==> src/rtl/fork_sched_if.sv <==
// Fork scheduler bus: core fork requests/acks, halts, enables and per-core contexts.
interface fork_sched_if #(
   parameter int NCORES = 4,
   parameter int QDEPTH = 4
);
   logic [NCORES-1:0]            fork_req;
   logic [NCORES*16-1:0]         fork_ptr;
   logic [NCORES*16-1:0]         fork_pc;
   logic [NCORES-1:0]            fork_ack;
   logic [NCORES-1:0]            core_halt;
   logic [NCORES-1:0]            core_ens;
   logic [NCORES*33-1:0]         fork_cxt;
   logic                         q_full;
   logic [$clog2(QDEPTH+1)-1:0]  q_count;

   modport master (
      output fork_req, fork_ptr, fork_pc, core_halt,
      input  fork_ack, core_ens, fork_cxt, q_full, q_count
   );

   modport slave (
      input  fork_req, fork_ptr, fork_pc, core_halt,
      output fork_ack, core_ens, fork_cxt, q_full, q_count
   );
endinterface

==> src/rtl/fork_sched.sv <==
// Round-robin fork acceptor with pending-fork FIFO dispatching to the lowest idle core.
// Optional FORK_SCHED_BYPASS_EN: empty FIFO + idle core dispatches a grant directly.
module fork_sched #(
   parameter int NCORES = 4,
   parameter int QDEPTH = 4
) (
   input  logic           clk,
   input  logic           rst,
   fork_sched_if.slave    bus
);
   localparam int AW = $clog2(QDEPTH);
   localparam int CW = $clog2(QDEPTH+1);
   localparam int RW = $clog2(NCORES);

   logic [NCORES-1:0] ens_q, ens_d;
   logic [NCORES-1:0] start_q;
   logic [15:0]       ptr_q [NCORES];
   logic [15:0]       pc_q  [NCORES];
   logic [31:0]       mem   [QDEPTH];
   logic [AW-1:0]     wr_q, rd_q;
   logic [CW-1:0]     cnt_q, cnt_d;
   logic              full_q;
   logic [RW-1:0]     rr_q;

   logic [NCORES-1:0] eligible;
   logic              grant;
   logic [RW-1:0]     gnt_idx;
   logic              idle_any;
   logic [RW-1:0]     idle_idx;
   logic              q_empty, push, pop, bypass, disp;
   logic [31:0]       req_data, disp_data;
   int unsigned       idx;

   always_comb begin
      eligible = bus.fork_req & ens_q;
      grant    = 1'b0;
      gnt_idx  = '0;
      idx      = 0;
      if (cnt_q < CW'(QDEPTH)) begin
         for (int unsigned k = 0; k < NCORES; k++) begin
            idx = (32'(rr_q) + k) % NCORES;
            if (!grant && eligible[RW'(idx)]) begin
               grant   = 1'b1;
               gnt_idx = RW'(idx);
            end
         end
      end

      idle_any = 1'b0;
      idle_idx = '0;
      for (int unsigned j = 0; j < NCORES; j++) begin
         if (!idle_any && !ens_q[j]) begin
            idle_any = 1'b1;
            idle_idx = RW'(j);
         end
      end

      req_data = {bus.fork_ptr[gnt_idx*16 +: 16], bus.fork_pc[gnt_idx*16 +: 16]};
      q_empty  = (cnt_q == '0);
      pop      = !q_empty && idle_any;
`ifdef FORK_SCHED_BYPASS_EN
      bypass   = q_empty && idle_any && grant;
`else
      bypass   = 1'b0;
`endif
      push      = grant && !bypass;
      disp      = pop || bypass;
      disp_data = pop ? mem[rd_q] : req_data;

      case ({push, pop})
         2'b10:   cnt_d = cnt_q + 1'b1;
         2'b01:   cnt_d = cnt_q - 1'b1;
         default: cnt_d = cnt_q;
      endcase

      // Halting cores only go idle after the edge, so idle_idx never picks one this cycle.
      ens_d = ens_q & ~bus.core_halt;
      if (disp) ens_d[idle_idx] = 1'b1;

      bus.fork_ack = grant ? (NCORES'(1) << gnt_idx) : '0;
   end

   always_comb begin
      for (int unsigned i = 0; i < NCORES; i++)
         bus.fork_cxt[i*33 +: 33] = {start_q[i], ptr_q[i], pc_q[i]};
   end

   assign bus.core_ens = ens_q;
   assign bus.q_full   = full_q;
   assign bus.q_count  = cnt_q;

   always_ff @(posedge clk or posedge rst) begin
      if (rst) begin
         ens_q   <= NCORES'(1);
         start_q <= '0;
         for (int unsigned i = 0; i < NCORES; i++) begin
            ptr_q[i] <= '0;
            pc_q[i]  <= '0;
         end
         wr_q   <= '0;
         rd_q   <= '0;
         cnt_q  <= '0;
         full_q <= 1'b0;
         rr_q   <= '0;
      end else begin
         ens_q   <= ens_d;
         start_q <= '0;
         if (disp) begin
            start_q[idle_idx] <= 1'b1;
            ptr_q[idle_idx]   <= disp_data[31:16];
            pc_q[idle_idx]    <= disp_data[15:0];
         end
         if (push) wr_q <= wr_q + 1'b1;
         if (pop)  rd_q <= rd_q + 1'b1;
         if (grant) rr_q <= (gnt_idx == RW'(NCORES-1)) ? '0 : gnt_idx + 1'b1;
         cnt_q  <= cnt_d;
         full_q <= (cnt_d == CW'(QDEPTH));
      end
   end

   always_ff @(posedge clk) begin
      if (push) mem[wr_q] <= req_data;
   end
endmodule
==> src/flat_wrapper.sv <==
// flat-port wrapper written by rule: the top's interface ports become plain ports
module fork_sched_flat 
#(
   parameter int NCORES = 4,
   parameter int QDEPTH = 4
)
  (clk, rst, bus_fork_req, bus_fork_ptr, bus_fork_pc, bus_core_halt, bus_fork_ack, bus_core_ens, bus_fork_cxt, bus_q_full, bus_q_count);
  fork_sched_if #(.NCORES(NCORES), .QDEPTH(QDEPTH)) bus_i ();
  input  logic clk;
  input  logic rst;
  input wire logic [$bits(bus_i.fork_req)-1:0] bus_fork_req;
  input wire logic [$bits(bus_i.fork_ptr)-1:0] bus_fork_ptr;
  input wire logic [$bits(bus_i.fork_pc)-1:0] bus_fork_pc;
  input wire logic [$bits(bus_i.core_halt)-1:0] bus_core_halt;
  output wire logic [$bits(bus_i.fork_ack)-1:0] bus_fork_ack;
  output wire logic [$bits(bus_i.core_ens)-1:0] bus_core_ens;
  output wire logic [$bits(bus_i.fork_cxt)-1:0] bus_fork_cxt;
  output wire logic [$bits(bus_i.q_full)-1:0] bus_q_full;
  output wire logic [$bits(bus_i.q_count)-1:0] bus_q_count;
  assign bus_i.fork_req = bus_fork_req;
  assign bus_i.fork_ptr = bus_fork_ptr;
  assign bus_i.fork_pc = bus_fork_pc;
  assign bus_i.core_halt = bus_core_halt;
  assign bus_fork_ack = bus_i.fork_ack;
  assign bus_core_ens = bus_i.core_ens;
  assign bus_fork_cxt = bus_i.fork_cxt;
  assign bus_q_full = bus_i.q_full;
  assign bus_q_count = bus_i.q_count;
  fork_sched #(.NCORES(NCORES), .QDEPTH(QDEPTH)) u_core (.clk(clk), .rst(rst), .bus(bus_i));
endmodule
==> config.mk <==
export PLATFORM = sky130hd
export DESIGN_NAME = fork_sched_flat
export DESIGN_NICKNAME = d
export VERILOG_FILES = /design/src/rtl/fork_sched_if.sv /design/src/rtl/fork_sched.sv /design/src/flat_wrapper.sv
export SDC_FILE = /design/constraint.sdc
export NUM_CORES = 1
export LEC_CHECK = 0
export CAP_MARGIN = 5
export CELL_PAD_IN_SITES_DETAIL_PLACEMENT = 0
export CELL_PAD_IN_SITES_GLOBAL_PLACEMENT = 1
export CORE_UTILIZATION = 38
export CTS_BUF_LIST = sky130_fd_sc_hd__clkbuf_4
export CTS_CLUSTER_DIAMETER = 60
export CTS_CLUSTER_SIZE = 40
export DETAILED_ROUTE_END_ITERATION = 10
export PLACE_DENSITY_LB_ADDON = 0.15
export SYNTH_ARGS = -nofsm -noshare
export SYNTH_HDL_FRONTEND = slang
export SYNTH_SLANG_ARGS = --single-unit
==> constraint.sdc <==
create_clock -name clk -period 5.75 [get_ports clk]
set_input_delay 1.725 -clock clk [delete_from_list [all_inputs] [get_ports clk]]
set_output_delay 1.725 -clock clk [all_outputs]
set_load 0.02 [all_outputs]
==> results.yml, run 1 <==
synthesis:
  yosysTopAreaCellShare: 0.345
  yosys_warnings: 0
  syn_avg_cell_area_um2: 16.2
  synth_most_common_cell: "dfrtp_1"
  synth_fp_nets: 834
  synth_top_cells_by_count: "145 x dfrtp_1, 128 x edfxtp_1, 102 x nand2_1, 69 x o21ai_0"
  ys_seq_area_frac: 0.673
  ys_seq_elements: 274
  synth_cell_type_count: 37
  syn_inst: 686
  ys_top_cells_by_area: "edfxtp_1 34%, dfrtp_1 33%, mux4_2 13%, mux2_2 6.5%, nand2_1 3.4%"
  async_reset_ff_frac: 0.533
  ys.flop_type: "dfrtp_1"
  netlist_area_um2: 11100
  synth_edf_count: 128
  yosysTopAreaCell: "edfxtp_1"
global_route:
  antenna_found_initial: 1
  grt_pass1_wl_um: 40400
  grt_pass1_vias: 6777
  gr-total-overflow: 0
  grt_start_max_net_pins: 98
  grt_use_total: 0.175
cells_and_area:
  n_fill_cell: 2464
  areaGrowthSynthToFinish_pct: 31.8
  fin_nets: 1111
  fin_cells: 1361
  drive_gt1_frac: 0.193
  final_cell_area_um2: 14700
outcome:
  outcome: "completed"
timing:
  tightest_slew_ns: 1.12
  hold_violations: 0
  fmax_mhz: 182
  skew_ns: 0.0527
  finalMaxSlewViolations: 0
  grt_setup_unrepaired: "no"
  slew_headroom: 0.253
  fin_crit_sh: 0.955
  fin_setup_tns_ns: 0
  setup-violations-final: 0
  timing.final.crit_period_ns: 5.49
cts:
  cts_buffers: 21
  clock-sinks: 274
  cts_buffer_depth: 3
  post_cts_buffers: 0
  ctsHoldBuffers: 0
  cts_max_level: 1
  clk_pin_slew_ns: 0.18
  cts_tree: "built"
  cts_root_buf: "clkbuf_4"
  cts_resized: 0
  clk_latency_ns: 0.69
place:
  placed_area_um2: 14300
  port_buffers: 281
  hpwl_um: 17800
  dpl.cell_count: 1324
  gp_congestion: 0.772
setup_path:
  cp.arrival_ns: 3.77
  cpPeakStageDelay_ns: 0.54
  cp_cell_sequence: "clkdlybuf4s50_1, nand2_1, a31oi_1, o211ai_1, inv_1, ha_1, and2_1, clkdlybuf4s50_1"
  worstSetupPathType: "primary input to output port"
  cp-start-kind: "primary input"
  crit_start: "bus_fork_req[2]"
  required_ns: 4.03
  path_buf_inv: 3
  cpLargestDelayFamily: "buffers and inverters"
  path_common_cell: "clkdlybuf4s50_1"
  cp_max_fo: 4
  r2r_start: "u_core.bus.core_ens[0]$_DFF_PP1_"
  crit_slowest_cell: "clkdlybuf4s50_1"
  cp-end-kind: "output port"
job:
  cap_violations: 0
floorplanning:
  placementRows: 62
  die_h_um: 173
  io_pins: 282
  core_um2: 28800
  start_util: 0.387
  die_area_um2: 30000
  die_x_um: 173
route:
  drt_wl_total_um: 25700
  wire_per_inst_um: 18.9
  dr.pass1.iters: 4
  drc: 0
  num_vias: 6714
  drtIter0Drc: 306
  vias_per_cell: 4.93
  postRouteAntennaNets: 0
pwr:
  power_density_nw_per_um2: 557
  p_leak_uw: 0.00560
  vdd_drop_max_uv: 176
min_path:
  min-delay-start: "u_core.bus.fork_cxt[116]$_DFFE_PP0P_"
  hold_class: "register to register"
[metal layers]
metal | global-route usage | up-vias | part of all wire
met4 | 0.0354 | 0 | 0.018
met5 | 0 | - | 0
met1 | 0.268 | 3380 | 0.49
met2 | 0.264 | 209 | 0.45
li1 | - | 3097 | -
met3 | 0.0265 | 28 | 0.048
[metrics by stage]
stage / setup slack [ns] / total power (uW) / utilization / hold WS, ns
floorplan: 0.104 / 5580 / - / 0.526
global placement: 0.277 / 7270 / 0.498 / 0.463
detailed placement: 0.262 / 7330 / 0.498 / 0.471
CTS: 0.249 / 8320 / 0.510 / 0.510
global route: 0.0934 / 8710 / 0.510 / 0.532
finish: 0.258 / 8180 / 0.510 / 0.501
[final timing paths]
| check | endpoint | slack (ns) | depth (start not counted) |
|---|---|---|---|
| max | bus_fork_ack[2] | 0.26 | 8 |
| min | u_core.bus.fork_cxt[116]$_DFFE_PP0P_ | 0.50 | 2 |
| max reg2reg | u_core.bus.q_full$_DFF_PP0_ | 3.10 | 9 |
| min reg2reg | u_core.bus.fork_cxt[116]$_DFFE_PP0P_ | 0.50 | 2 |
| max in group asynchronous | u_core.bus.fork_cxt[104]$_DFFE_PP0P_ | 3.25 | 3 |
| min in group asynchronous | u_core.bus.fork_cxt[37]$_DFFE_PP0P_ | 1.55 | 2 |
[flip-flops by register name, indices dropped and copies added, names as in the netlist]
signal,count
u_core.start_q,4
u_core.rr_q,2
u_core.bus.q_count,3
u_core.rd_q,2
u_core.bus.q_full,1
u_core.bus.core_ens,4
u_core.bus.fork_cxt,128
u_core.mem,128
u_core.wr_q,2
[placed cells by master (no fill, tap or decap), drive strengths merged, types with 13 or more instances in the layout]
cell	instances
mux2	64
buf	13
clkdlybuf4s50	281
inv	23
mux4	64
clkbuf	21
o21ai	69
dfrtp	145
edfxtp	128
nand2	103
[layout make-up]
| class | instances | area, um2 | share of cell area |
|---|---|---|---|
| Tap cell | 384 | 480 | 0.0327 |
| Antenna cell | 1 | 2.50 | 0.000170 |
| Timing Repair Buffer | 294 | 2910 | 0.198 |
| Clock buffer | 21 | 158 | 0.0107 |
| Sequential cell | 274 | 7500 | 0.511 |
| Clock inverter | 15 | 201 | 0.0137 |
| Multi-Input combinational cell | 357 | 3370 | 0.229 |
| Inverter | 15 | 66.3 | 0.00451 |
[worst min-delay path, stage by stage, from the launching register on]
cell and delay (ns):
dfrtp_1 0.38, nand2_1 0.05, o21ai_0 0.06
[logic make-up (layout without fill, tap and decap cells)]
| group | Yosys count | after routing | synth area share |
|---|---|---|---|
| XOR/XNOR | 6 | 6 | 0.00472 |
| multiplexers | 129 | 129 | 0.195 |
| flip-flops | 274 | 274 | 0.673 |
| AND/OR/NAND/NOR | 134 | 134 | 0.0510 |
| adder cells (fa/ha/maj) | 10 | 10 | 0.0119 |
| buffers and inverters | 55 | 345 | 0.0262 |
| AO/OA/AOI/OAI | 78 | 78 | 0.0383 |
| other | 0 | 1 | 0 |
[where the power goes]
part,leakage (uW),switching [uW],internal (uW)
sequential,0.00294,339,2870
combinational,0.00247,2150,1840
clock,0.000191,701,286
total,0.00560,3190,4990
Power figures use the tool's default switching activity.
==> inputs of run 2 (changes only) <==
--- a/config.mk
+++ b/config.mk
@@ -8,12 +8,13 @@
 export CAP_MARGIN = 5
 export CELL_PAD_IN_SITES_DETAIL_PLACEMENT = 0
 export CELL_PAD_IN_SITES_GLOBAL_PLACEMENT = 1
-export CORE_UTILIZATION = 38
+export CORE_UTILIZATION = 45
 export CTS_BUF_LIST = sky130_fd_sc_hd__clkbuf_4
 export CTS_CLUSTER_DIAMETER = 60
 export CTS_CLUSTER_SIZE = 40
 export DETAILED_ROUTE_END_ITERATION = 10
-export PLACE_DENSITY_LB_ADDON = 0.15
+export PLACE_DENSITY = 0.95
+export RECOVER_POWER = 100
 export SYNTH_ARGS = -nofsm -noshare
 export SYNTH_HDL_FRONTEND = slang
 export SYNTH_SLANG_ARGS = --single-unit
==> constraint.sdc (replaced) <==
create_clock -name clk -period 6.49 [get_ports clk]
set_input_delay 1.947 -clock clk [delete_from_list [all_inputs] [get_ports clk]]
set_output_delay 1.947 -clock clk [all_outputs]
set_load 0.02 [all_outputs]
==> results.yml, run 2 (same netlist as run 1, synthesis figures left out) <==
cells_and_area:
  n_fill_cell: 1923
  areaGrowthSynthToFinish_pct: 29.8
  drive_gt1_frac: 0.172
  multi_input_comb_area_um2: 3350
  ff_latch_area_um2: 7500
  fin_nets: 1104
  final_cell_mix: "148 x dlygate4sd3_1, 144 x dfrtp_1, 133 x clkdlybuf4s50_1, 128 x edfxtp_1, 102 x nand2_1"
  final_cell_area_um2: 14500
  layout_commonest_cell: "dlygate4sd3_1"
place:
  port_buffers: 281
  gp_congestion: 0.846
  placed_area_um2: 14200
  hpwl_um: 17500
floorplanning:
  placementRows: 57
  die_x_um: 159
  core_um2: 24300
  start_util: 0.458
  io_pins: 282
  die_area_um2: 25400
  die_h_um: 159
global_route:
  grt_start_max_net_pins: 109
  grt_pass1_vias: 6848
  grt_pass1_wl_um: 38500
  gr-total-overflow: 0
  antenna_found_initial: 1
  grt_use_total: 0.197
job:
  cap_violations: 10
setup_path:
  cp_max_fo: 4
  rr_worst_depth: 6
  cp-end-kind: "output port"
  worstSetupPathType: "primary input to output port"
  cp-start-kind: "primary input"
  required_ns: 4.54
  r2r_slack_ns: 2.43
  cp.arrival_ns: 4.21
outcome:
  violations: "max-capacitance violations, max-slew violations"
  outcome: "complete, but fails checks"
pwr:
  power_density_nw_per_um2: 481
  seqPwrFrac: 0.409
  p_sw_uw: 2740
  vdd_drop_max_uv: 189
  pwr-share-clk: 0.110
  comb_power_share: 0.481
  p_leak_uw: 0.00567
  power.internal_uw: 4210
  switching_share: 0.394
  power_uw: 6950
timing:
  grt_setup_unrepaired: "no"
  setup-violations-final: 0
  skew_ns: 0.0543
  fin_hold_ws_ns: 0.502
  timing.final.crit_period_ns: 6.15
  slew_headroom: -1.11
  fin_setup_tns_ns: 0
  fmax_mhz: 163
  hold_violations: 0
  finalMaxSlewViolations: 407
  tightest_slew_ns: 3.16
  fin_crit_sh: 0.948
cts:
  clock-sinks: 274
  cts_root_buf: "clkbuf_4"
  clk_latency_ns: 0.69
  post_cts_buffers: 0
  cts_resized: 0
  cts_buffers: 17
  cts_buffer_depth: 3
  cts_max_level: 1
  ctsHoldBuffers: 0
  cts_tree: "built"
  clk_pin_slew_ns: 0.20
route:
  vias_per_cell: 5.27
  drt_wl_total_um: 24400
  drtIter0Drc: 373
  num_vias: 6801
  postRouteAntennaNets: 0
  wire_per_inst_um: 18.9
  drc: 0
  dr.pass1.iters: 7
min_path:
  min_delay_path_depth: 2
  hold_class: "register to register"
## run 2: through the flow
stage / std cells / worst slack, ns / util
after floorplan: 686 / 0.622 / -
after global placement: 1261 / 0.612 / 0.585
after detailed placement: 1261 / 0.552 / 0.585
after CTS: 1290 / 0.536 / 0.597
after global routing: 1291 / 0.223 / 0.595
final: 1291 / 0.337 / 0.595
## run 2: power groups by stage
stage               Sequential, uW  Combinational [uW]  Clock [uW]
finish                        2840                3350         767
global route                  2910                3610         848
CTS                           2850                3550         789
detailed placement            2900                3550           0
global placement              2870                3480           0
floorplan                     3330                1610           0
## run 2: cell type report
cell class,instances,share of cell area
Antenna cell,1,0.000173
Clock inverter,11,0.0103
Multi-Input combinational cell,357,0.232
Timing Repair Buffer,291,0.198
Clock buffer,18,0.00934
Tap cell,324,0.0280
Sequential cell,274,0.518
Inverter,15,0.00432
## run 2: path summary, 6_finish.rpt
kind | from | to
worst min register to register | u_core.bus.fork_cxt[125]$_DFFE_PP0P_ | u_core.bus.fork_cxt[125]$_DFFE_PP0P_
worst max-delay path | bus_fork_req[1] | bus_fork_ack[2]
worst min-delay path | u_core.bus.fork_cxt[125]$_DFFE_PP0P_ | u_core.bus.fork_cxt[125]$_DFFE_PP0P_
min in group asynchronous | rst | u_core.bus.fork_cxt[101]$_DFFE_PP0P_
max in group asynchronous | rst | u_core.bus.fork_cxt[93]$_DFFE_PP0P_
worst max register to register | u_core.bus.core_ens[0]$_DFF_PP1_ | u_core.mem[0][12]$_DFFE_PP_
## run 2: metal layers
layer / up-vias / share of wire / routed length [um] / GRT usage
li1: 3090 / - / - / -
met2: 225 / 0.48 / 11700 / 0.327
met4: 0 / 0.022 / 538 / 0.0533
met1: 3453 / 0.46 / 11100 / 0.278
met3: 33 / 0.040 / 987 / 0.0208
met5: - / 0 / 0 / 0
## run 2: critical path: stages
cell and delay [ns]:
dlygate4sd3_1 0.62, nand2_4 0.08, a41oi_2 0.21, o211a_4 0.22, clkinvlp_2 0.13, ha_1 0.21
and2_1 0.14, dlygate4sd3_1 0.64
